### src/rtl/fc_pkg.sv
// Shared types and arithmetic helpers for the parallel fully-connected layer engine.
package fc_pkg;

   typedef enum logic [1:0] {LOAD, COMPUTE, OUTPUT} state_t;

   // Each product needs 2T bits; summing N of them needs clog2(N) guard bits.
   function automatic int acc_width(input int t, input int n);
      return 2 * t + $clog2(n);
   endfunction

   function automatic logic signed [63:0] saturate(input logic signed [63:0] v, input int t);
      logic signed [63:0] hi;
      logic signed [63:0] lo;
      hi = (64'sd1 <<< (t - 1)) - 64'sd1;
      lo = -(64'sd1 <<< (t - 1));
      if (v > hi) return hi;
      if (v < lo) return lo;
      return v;
   endfunction

   function automatic logic signed [63:0] relu(input logic signed [63:0] v);
      return (v < 64'sd0) ? 64'sd0 : v;
   endfunction

endpackage

### src/rtl/fc_layer_par_lane.sv
// One MAC lane: private weight bank, registered read, multiply-accumulate and
// saturating (optionally rectified) result.
module fc_mac_lane
   import fc_pkg::*;
#(
   parameter int T     = 16,
   parameter int DEPTH = 16,
   parameter int BW    = 4,
   parameter int ACC_W = 35,
   parameter int RELU  = 0
) (
   input  logic                clk,
   input  logic                reset,
   input  logic                wr_en,
   input  logic [BW-1:0]       wr_addr,
   input  logic signed [T-1:0] wr_data,
   input  logic [BW-1:0]       rd_addr,
   input  logic signed [T-1:0] x_data,
   input  logic                clr,
   input  logic                mac_en,
   output logic signed [T-1:0] result
);

   logic signed [T-1:0]     mem [DEPTH];
   logic signed [T-1:0]     w_q;
   logic signed [2*T-1:0]   prod;
   logic signed [ACC_W-1:0] acc;
   logic signed [63:0]      sat_v;

   always_ff @(posedge clk) begin
      if (wr_en) mem[wr_addr] <= wr_data;
      w_q <= mem[rd_addr];
   end

   assign prod = w_q * x_data;

   always_ff @(posedge clk) begin
      if (reset)       acc <= '0;
      else if (clr)    acc <= '0;
      else if (mac_en) acc <= acc + ACC_W'(prod);
   end

   always_comb begin
      sat_v = saturate(64'(acc), T);
      if (RELU != 0) sat_v = relu(sat_v);
      result = T'(sat_v);
   end

endmodule

### src/rtl/fc_layer_par.sv
// Fully-connected layer y = W*x with P parallel MAC lanes, loadable weight banks
// and valid/ready streaming on input and output.
module fc_layer_par
   import fc_pkg::*;
#(
   parameter int M    = 16,
   parameter int N    = 8,
   parameter int T    = 16,
   parameter int P    = 2,
   parameter int RELU = 0,
   localparam int AW  = (M * N > 1) ? $clog2(M * N) : 1
) (
   input  logic                clk,
   input  logic                reset,
   input  logic                input_valid,
   output logic                input_ready,
   input  logic signed [T-1:0] input_data,
   output logic                output_valid,
   input  logic                output_ready,
   output logic signed [T-1:0] output_data,
   input  logic                w_wr_en,
   input  logic [AW-1:0]       w_addr,
   input  logic signed [T-1:0] w_data,
   output logic                w_ready
);

   localparam int G     = M / P;
   localparam int DEPTH = G * N;
   localparam int BW    = (DEPTH > 1) ? $clog2(DEPTH) : 1;
   localparam int ACC_W = acc_width(T, N);
   localparam int CW    = $clog2(N + P + 1);
   localparam int GW    = (G > 1) ? $clog2(G) : 1;
   localparam int XW    = (N > 1) ? $clog2(N) : 1;

   state_t              state, state_n;
   logic [CW-1:0]       cnt, cnt_n;
   logic [GW-1:0]       grp, grp_n;
   logic signed [T-1:0] x_buf [N];
   logic signed [T-1:0] x_q;
   logic                in_fire, out_fire, issue, clr, mac_en;
   logic [BW-1:0]       rd_addr, wr_addr;
   logic [P-1:0]        wr_en;
   logic signed [T-1:0] lane_res [P];
   int                  w_row, w_col;

   assign input_ready  = (state == LOAD);
   assign w_ready      = (state == LOAD) && (cnt == '0);
   assign output_valid = (state == OUTPUT);
   assign in_fire      = input_valid && input_ready;
   assign out_fire     = output_valid && output_ready;
   assign issue        = (state == COMPUTE) && (cnt < CW'(N));
   assign clr          = issue && (cnt == '0);
   assign rd_addr      = BW'(int'(grp) * N + int'(cnt));

   // Row r lives in bank r%P at local row r/P, so a group's P rows share one address.
   always_comb begin
      w_row   = int'(w_addr) / N;
      w_col   = int'(w_addr) % N;
      wr_addr = BW'((w_row / P) * N + w_col);
      wr_en   = '0;
      for (int p = 0; p < P; p++)
         if (w_wr_en && w_ready && (w_row % P == p)) wr_en[p] = 1'b1;
   end

   always_ff @(posedge clk) begin
      if (in_fire) x_buf[XW'(cnt)] <= input_data;
      if (issue)   x_q <= x_buf[XW'(cnt)];
   end

   always_ff @(posedge clk) begin
      if (reset) begin
         state  <= LOAD;
         cnt    <= '0;
         grp    <= '0;
         mac_en <= 1'b0;
      end else begin
         state  <= state_n;
         cnt    <= cnt_n;
         grp    <= grp_n;
         mac_en <= issue;
      end
   end

   // cnt counts inputs in LOAD, issue cycles in COMPUTE and lanes in OUTPUT.
   always_comb begin
      state_n = state;
      cnt_n   = cnt;
      grp_n   = grp;
      case (state)
         LOAD: if (in_fire) begin
            if (cnt == CW'(N - 1)) begin
               state_n = COMPUTE;
               cnt_n   = '0;
               grp_n   = '0;
            end else cnt_n = cnt + 1'b1;
         end
         COMPUTE: begin
            if (cnt == CW'(N)) begin
               state_n = OUTPUT;
               cnt_n   = '0;
            end else cnt_n = cnt + 1'b1;
         end
         OUTPUT: if (out_fire) begin
            if (cnt == CW'(P - 1)) begin
               cnt_n = '0;
               if (grp == GW'(G - 1)) state_n = LOAD;
               else begin
                  grp_n   = grp + 1'b1;
                  state_n = COMPUTE;
               end
            end else cnt_n = cnt + 1'b1;
         end
         default: state_n = LOAD;
      endcase
   end

   always_comb begin
      output_data = '0;
      for (int p = 0; p < P; p++)
         if (state == OUTPUT && cnt == CW'(p)) output_data = lane_res[p];
   end

   for (genvar p = 0; p < P; p++) begin : g_lane
      fc_mac_lane #(
         .T(T), .DEPTH(DEPTH), .BW(BW), .ACC_W(ACC_W), .RELU(RELU)
      ) u_lane (
         .clk     (clk),
         .reset   (reset),
         .wr_en   (wr_en[p]),
         .wr_addr (wr_addr),
         .wr_data (w_data),
         .rd_addr (rd_addr),
         .x_data  (x_q),
         .clr     (clr),
         .mac_en  (mac_en),
         .result  (lane_res[p])
      );
   end

endmodule

### config.mk
export PLATFORM = sky130hd
export DESIGN_NAME = fc_layer_par
export DESIGN_NICKNAME = d
export VERILOG_FILES = /design/src/rtl/fc_pkg.sv /design/src/rtl/fc_layer_par_lane.sv /design/src/rtl/fc_layer_par.sv
export SDC_FILE = /design/constraint.sdc
export NUM_CORES = 2
export LEC_CHECK = 0
export CAP_MARGIN = 0
export CELL_PAD_IN_SITES_DETAIL_PLACEMENT = 1
export CELL_PAD_IN_SITES_GLOBAL_PLACEMENT = 2
export CORE_MARGIN = 5
export CORE_UTILIZATION = 30
export CTS_CLUSTER_SIZE = 8
export DETAILED_ROUTE_END_ITERATION = 10
export PLACE_DENSITY = 0.55
export SLEW_MARGIN = 20
export SYNTH_ARGS = -nofsm -noshare
export SYNTH_HDL_FRONTEND = slang
export SYNTH_HIERARCHICAL = 1
export SYNTH_SLANG_ARGS = --single-unit
### constraint.sdc
create_clock -name clk -period 13.8 [get_ports clk]
set_clock_uncertainty 0.15 [all_clocks]
set_input_delay 2.76 -clock clk [delete_from_list [all_inputs] [get_ports clk]]
set_output_delay 2.76 -clock clk [all_outputs]
set_load 0.03 [all_outputs]
Word level (Yosys, flattened, before mapping):

Memory sizes are Yosys's and may differ from the RTL's. A register that Yosys moved wholly into a read port is not among the register bits.
Cells that the tools add are included.

* register bits: 80
* bits in latches: 0
* bits in writable memories: 2176
* memory bits (read-only): 0
* input port bits: 44
* output and inout port bits: 19
* memories kept: 3

Memory list
* g_lane[0].u_lane.mem: words 64, width 16, rd ports 1, clocked after Yosys merged registers in 1, wr ports 1, RTL line fc_layer_par_lane.sv:24 `logic signed [T-1:0] mem [DEPTH];`
* g_lane[1].u_lane.mem: words 64, width 16, rd ports 1, clocked after Yosys merged registers in 1, wr ports 1, RTL line fc_layer_par_lane.sv:24
* x_buf: words 8, width 16, rd ports 1, clocked after Yosys merged registers in 1, wr ports 1, RTL line fc_layer_par.sv:38 `logic signed [T-1:0] x_buf [N];`

* add/sub/neg operators: 6
* multipliers: 2
* divide/modulo/power cells: 0
* order comparisons: 5
* equality and inequality tests: 12
* shift-type cells: 0
* muxes and demuxes: 43
* bitwise gates (word level): 0
* reduce and logical (&&, ||, !) cells: 19

Operators with widths (count)
* 16-bit two-way mux: 10
* 35-bit by 32-bit adder with 35-bit output: 2
* 35-bit by 16-bit > comparator with 1-bit output, second input constant: 2
* 35-bit by 16-bit less-than comparator with 1-bit output, second input constant: 2
* 16-bit by 16-bit multiplier with 32-bit output: 2
* 32-bit logical NOT: 1
* 4-bit two-way mux: 5
* 1-bit two-way mux: 15
* 3-bit two-way mux: 5
* 4-bit one-hot mux with 3 select lines: 1
* 1-bit logical AND: 10
* 2-bit two-way mux: 5
* 2-bit by 1-bit inequality test with 1-bit output, second input constant: 5
* 6-bit by 3-bit adder with 6-bit output: 1
* 6-bit by 4-bit adder with 6-bit output: 1
* 2-bit one-hot mux with 3 select lines: 1
* 3-bit one-hot mux with 2 select lines: 1
* 6-bit AND reduction: 1
* 5-bit AND reduction: 1
* 4-bit by 1-bit adder with 4-bit output, second input constant: 1
* 4-bit by 1-bit == test with 1-bit output, second input constant: 1
* 4-bit by 3-bit == test with 1-bit output, second input constant: 1
* 4-bit == test, second input constant: 1
* 4-bit logical NOT: 1
* other kinds (11): 11

Depth between registers and ports, before layout:

* word-level depth: 7
* gate-level depth with buffers: 25

Modules after synthesis:

The synthesis kept the hierarchy.

Modules (own cells, without submodules)
* fc_mac_lane (g_lane[1].u_lane): instances 1, cells each 2970, area each 52281.4 um^2
* fc_mac_lane (g_lane[0].u_lane): instances 1, cells each 2933, area each 52111.2 um^2
* fc_layer_par: instances 1, cells each 405, area each 6397.4 um^2

Worst setup path before layout:

No wires, ideal clock.

* path type: register to register
* start point: reg x_q[1], read port of x_buf
* end point: reg g_lane[1].u_lane.acc[34]
* arrival: 6.335 ns
* data required time: 13.576 ns
* setup slack: 7.240 ns
* stages on the path, launching flop included: 22
* buffers on the path: 1
* period minus slack after synthesis: 6.560 ns
* path through: edfxtp_1 clkbuf_1 nand2_1 inv_1 fa_1 fa_1 fa_1 fa_1 fa_1 inv_1 fa_1 inv_1 ha_1 a21o_1 a21o_1 a21oi_1 o21bai_1 a31oi_1 a31oi_1 and2_1 or4_1 a31oi_1

* longest elaborated chain between the ends: 2

Ends and longest elaborated chain
* start: declaration: RTL line fc_layer_par.sv:39 `logic signed [T-1:0] x_q;`
* 16-bit by 16-bit multiplier with 32-bit output: RTL line fc_layer_par_lane.sv:35 `assign prod = w_q * x_data;`
* 35-bit by 32-bit adder with 35-bit output: RTL line fc_layer_par_lane.sv:40 `else if (mac_en) acc <= acc + ACC_W'(prod);`
* end signal: assignment: RTL line fc_layer_par_lane.sv:40
* end: declaration: RTL line fc_layer_par_lane.sv:27 `logic signed [ACC_W-1:0] acc;`

Every way passes these cells.
A chain may end at the register's enable or synchronous reset.

Final worst setup path:

* start point: reg cnt[1]
* end point: out output_data[15]

* longest elaborated chain between the ends: 4
* elaborated cells on any way between the ends: 6
* classes of those cells: eq/ne (1); mux (2); reduce/logical (3)

Ends and longest elaborated chain
* start: declaration: RTL line fc_layer_par.sv:36 `logic [CW-1:0] cnt, cnt_n;`
* start signal: assignment: RTL line fc_layer_par.sv:78 `cnt <= cnt_n;`
* 4-bit logical NOT: RTL line fc_layer_par.sv:120 `if (state == OUTPUT && cnt == CW'(p)) output_data = lane_res[p];`
* 1-bit logical AND: RTL line fc_layer_par.sv:120
* 16-bit two-way mux: RTL line fc_layer_par.sv:120
* 16-bit two-way mux (*): RTL line fc_layer_par.sv:120
* end: declaration: RTL line fc_layer_par.sv:20 `output logic signed [T-1:0] output_data,`

Every way passes the cells marked *; elsewhere a longest branch is shown, timed or not.

==> impl_metrics.env <==
export IMPL_clkLatencyLatePin_ns=0.97
export IMPL_path_class="register to output pin"
export IMPL_io_buffers=62
export IMPL_cts_setup_buffers=0
export IMPL_final_util_pct=34.6
export IMPL_setup_viol=0
export IMPL_pin_count=63
export IMPL_clockBufferDepth=4
export IMPL_slew_headroom_pct=25.9
export IMPL_place_area_sq_mm=0.118
export IMPL_critPathLaunchType="register"
export IMPL_preCtsSetupSlack_ns=6.36
export IMPL_cts_repair_resized=0
export IMPL_routed_wl_mm=324
export IMPL_synth_top_cell_area_share_pct=59.4
export IMPL_async_flop_share_pct=0
export IMPL_synth_net_count=7191
export IMPL_dieArea_sq_mm=0.382
export IMPL_power_density_mw_per_mm2=197
export IMPL_stdcell_area_sq_mm=0.127
export IMPL_die_w_um=618
export IMPL_initial_utilization_pct=30.1
export IMPL_die_y_um=618
export IMPL_hold_worst_slack_ns=0.374
export IMPL_slew_violations=0
export IMPL_gp_congestion=0.759
export IMPL_grt_ovfl_total=0
export IMPL_numCtsBuffers=330
export IMPL_worst_slew_pin_slew_ns=1.11
export IMPL_dr_pass1_iters=7
export IMPL_drc_errors=0
export IMPL_grt_max_degree=122
export IMPL_htree_levels=5
export IMPL_fill_cells=36800
export IMPL_vias_per_cell=4.93
export IMPL_setup_tns_ns=0
export IMPL_arrival_ns=4.51
export IMPL_cts_tree="built"
export IMPL_vdd_ir_drop_max_v=0.000221
export IMPL_yosys_most_used_dff="edfxtp_1"
export IMPL_coreArea_sq_mm=0.368
export IMPL_power_leakage_nw=43.8
export IMPL_rows=223
export IMPL_cts_sinks=2304
export IMPL_yosysSeqAreaShare_pct=61.4
export IMPL_avgRoutedWirePerCell_um=28.0
export IMPL_rsz0062_at_grt="false"
export IMPL_syn2layout_area_growth_pct=14.9
export IMPL_grt_pass1_vias=63700
export IMPL_nets=7525
export IMPL_clkSlewWorstSetupHoldPaths_ns=0.05
export IMPL_cp_end_kind="output pin"
export IMPL_status="finished clean"
export IMPL_fin_crit_sh_pct=53.8
export IMPL_hold_path_class="register to register"
export IMPL_ys_warnings_count=6
export IMPL_num_vias=57000
export IMPL_period_minus_slack_ns=7.42
export IMPL_postSynthAreaPerCell_sq_um=17.6
export IMPL_clockRootBuffer="clkbuf_16"
export IMPL_grt_first_pass_wirelength_mm=469
export IMPL_hold_buffers=0
export IMPL_worst_path_max_fanout=47
export IMPL_drive_gt1_share_pct=20.6
export IMPL_antenna_left=0
export IMPL_yosysUniqueCellTypes=81
export IMPL_synthCells=6308
export IMPL_worstPathRequired_ns=10.89
export IMPL_netlist_area_sq_mm=0.111
export IMPL_synth_edf_count=2192
export IMPL_grtUsageTotal_pct=16.9
export IMPL_dp_hpwl_mm=207
export IMPL_antenna_found_initial=46
export IMPL_drtIter0Drc=4265
export IMPL_finalHoldViolations=0
export IMPL_maxCapViolations=0
export IMPL_ys_seq_elements=2304
export IMPL_fmax_ghz=0.135
export IMPL_synth_area_leaders="edfxtp_1, mux4_2, fa_1"
export IMPL_worst_slack_ns=6.38
export IMPL_netlist_top_cell_by_area="edfxtp_1"
==> cell families (layout without fill, tap and decap cells) <==
kind of cell             Yosys count  in the layout  synth area share, %
other                              0             16                    0
AO/OA/AOI/OAI                    271            271                 1.65
adder cells (fa/ha/maj)          839            839                 13.7
multiplexers                     752            752                 14.5
XOR/XNOR                          65             65                0.514
AND/OR/NAND/NOR                 1078           1078                 4.71
flip-flops                      2304           2304                 61.4
buffers and inverters            999           1405                 3.55
==> layer usage <==
metal | GRT usage (%) | routed length (um) | vias to the layer above
met5 | 0 | 39 | -
met4 | 4.74 | 8440 | 6
met3 | 2.93 | 16300 | 442
met2 | 28.5 | 160000 | 1230
met1 | 22.6 | 138000 | 31300
li1 | - | - | 24000
==> power by group <==
part           total (mW)  internal [mW]  switching (mW)  leakage, nW
sequential           7.79           7.71          0.0851         20.6
combinational        9.96           4.05            5.91         18.8
clock                7.33           4.38            2.95         4.44
==> state kept, by name, indices dropped and copies added (netlist names) <==
register and count:
mac_en 1, x_buf 128, x_q 16, g_lane.u_lane/mem 2048
g_lane.u_lane/acc 70, state 2, cnt 4, g_lane.u_lane/w_q 32
grp 3
==> cells in the final DEF (no fill, tap or decap), types with 8 or more instances in the layout <==
cell             count
edfxtp_1          2192
inv_1              716
mux4_2             678
fa_1               619
nand2_1            342
clkbuf_16          334
and2_1             250
nor2_1             243
buf_4              225
ha_1               217
dfxtp_1            108
a21oi_1             73
mux2i_1             60
xnor2_1             48
clkdlybuf4s50_1     46
nor2_2              42
nand3_1             36
o21ai_0             34
clkbuf_1            33
nand4_1             30
nor3_1              25
a21o_1              24
nor2b_1             22
a22o_1              18
diode_2             16
xor2_1              16
o21ai_1             15
nand2b_1            13
a221oi_1            13
nand3b_1            12
nor4_1              12
a22oi_1             11
a31oi_1             10
and3_1               8
clkinv_8             8
==> final timing paths <==
path | start | end | slack, ns | cells after the start
max | cnt[1] | output_data[15] | 6.38 | 6
max reg2reg | g_lane[0].u_lane/w_q[15] | g_lane[0].u_lane/acc[33] | 6.42 | 20
min reg2reg | g_lane[1].u_lane/acc[4] | g_lane[1].u_lane/acc[4] | 0.37 | 2
min | g_lane[1].u_lane/acc[4] | g_lane[1].u_lane/acc[4] | 0.37 | 2
==> cell type report <==
cell class	instances	area [sq um]	area share, %
repair buffers	280	2320	1.82
well taps	4837	6050	4.75
diodes	16	40.0	0.0315
multi-input cells	3005	39000	30.6
inverters	721	2710	2.13
clock inverters	30	533	0.419
flip-flops and latches	2304	68100	53.5
clock buffers	374	8580	6.74
==> cells in the mapped netlist, drive strengths merged, types with 22 or more instances <==
cell type  instances
nor2             285
inv              720
nand4             30
and2             251
nand3             36
clkbuf           171
ha               219
mux2i             60
nor2b             22
a21oi             74
buf              107
nor3              32
fa               620
dfxtp            112
xnor2             48
o21ai             50
a21o              24
edfxtp          2192
nand2            342
mux4             678
==> per-stage QoR <==
step,instances,total power [mW]
4_1_cts,11600,25.6
6_report,11600,25.1
2_1_floorplan,6308,15.1
3_5_place_dp,11100,18.1
3_3_place_gp,11100,18.1
5_1_grt,11600,27.0
==> worst max-delay path, stage by stage, from the launching register on <==
cell and delay (ns):
dfxtp_4 0.53, inv_2 0.40, ha_1 0.33, nor3b_2 0.61, and2_1 0.65, a22o_1 0.35, clkdlybuf4s50_1 0.72
No activity file was read; power rests on OpenSTA's default activity.
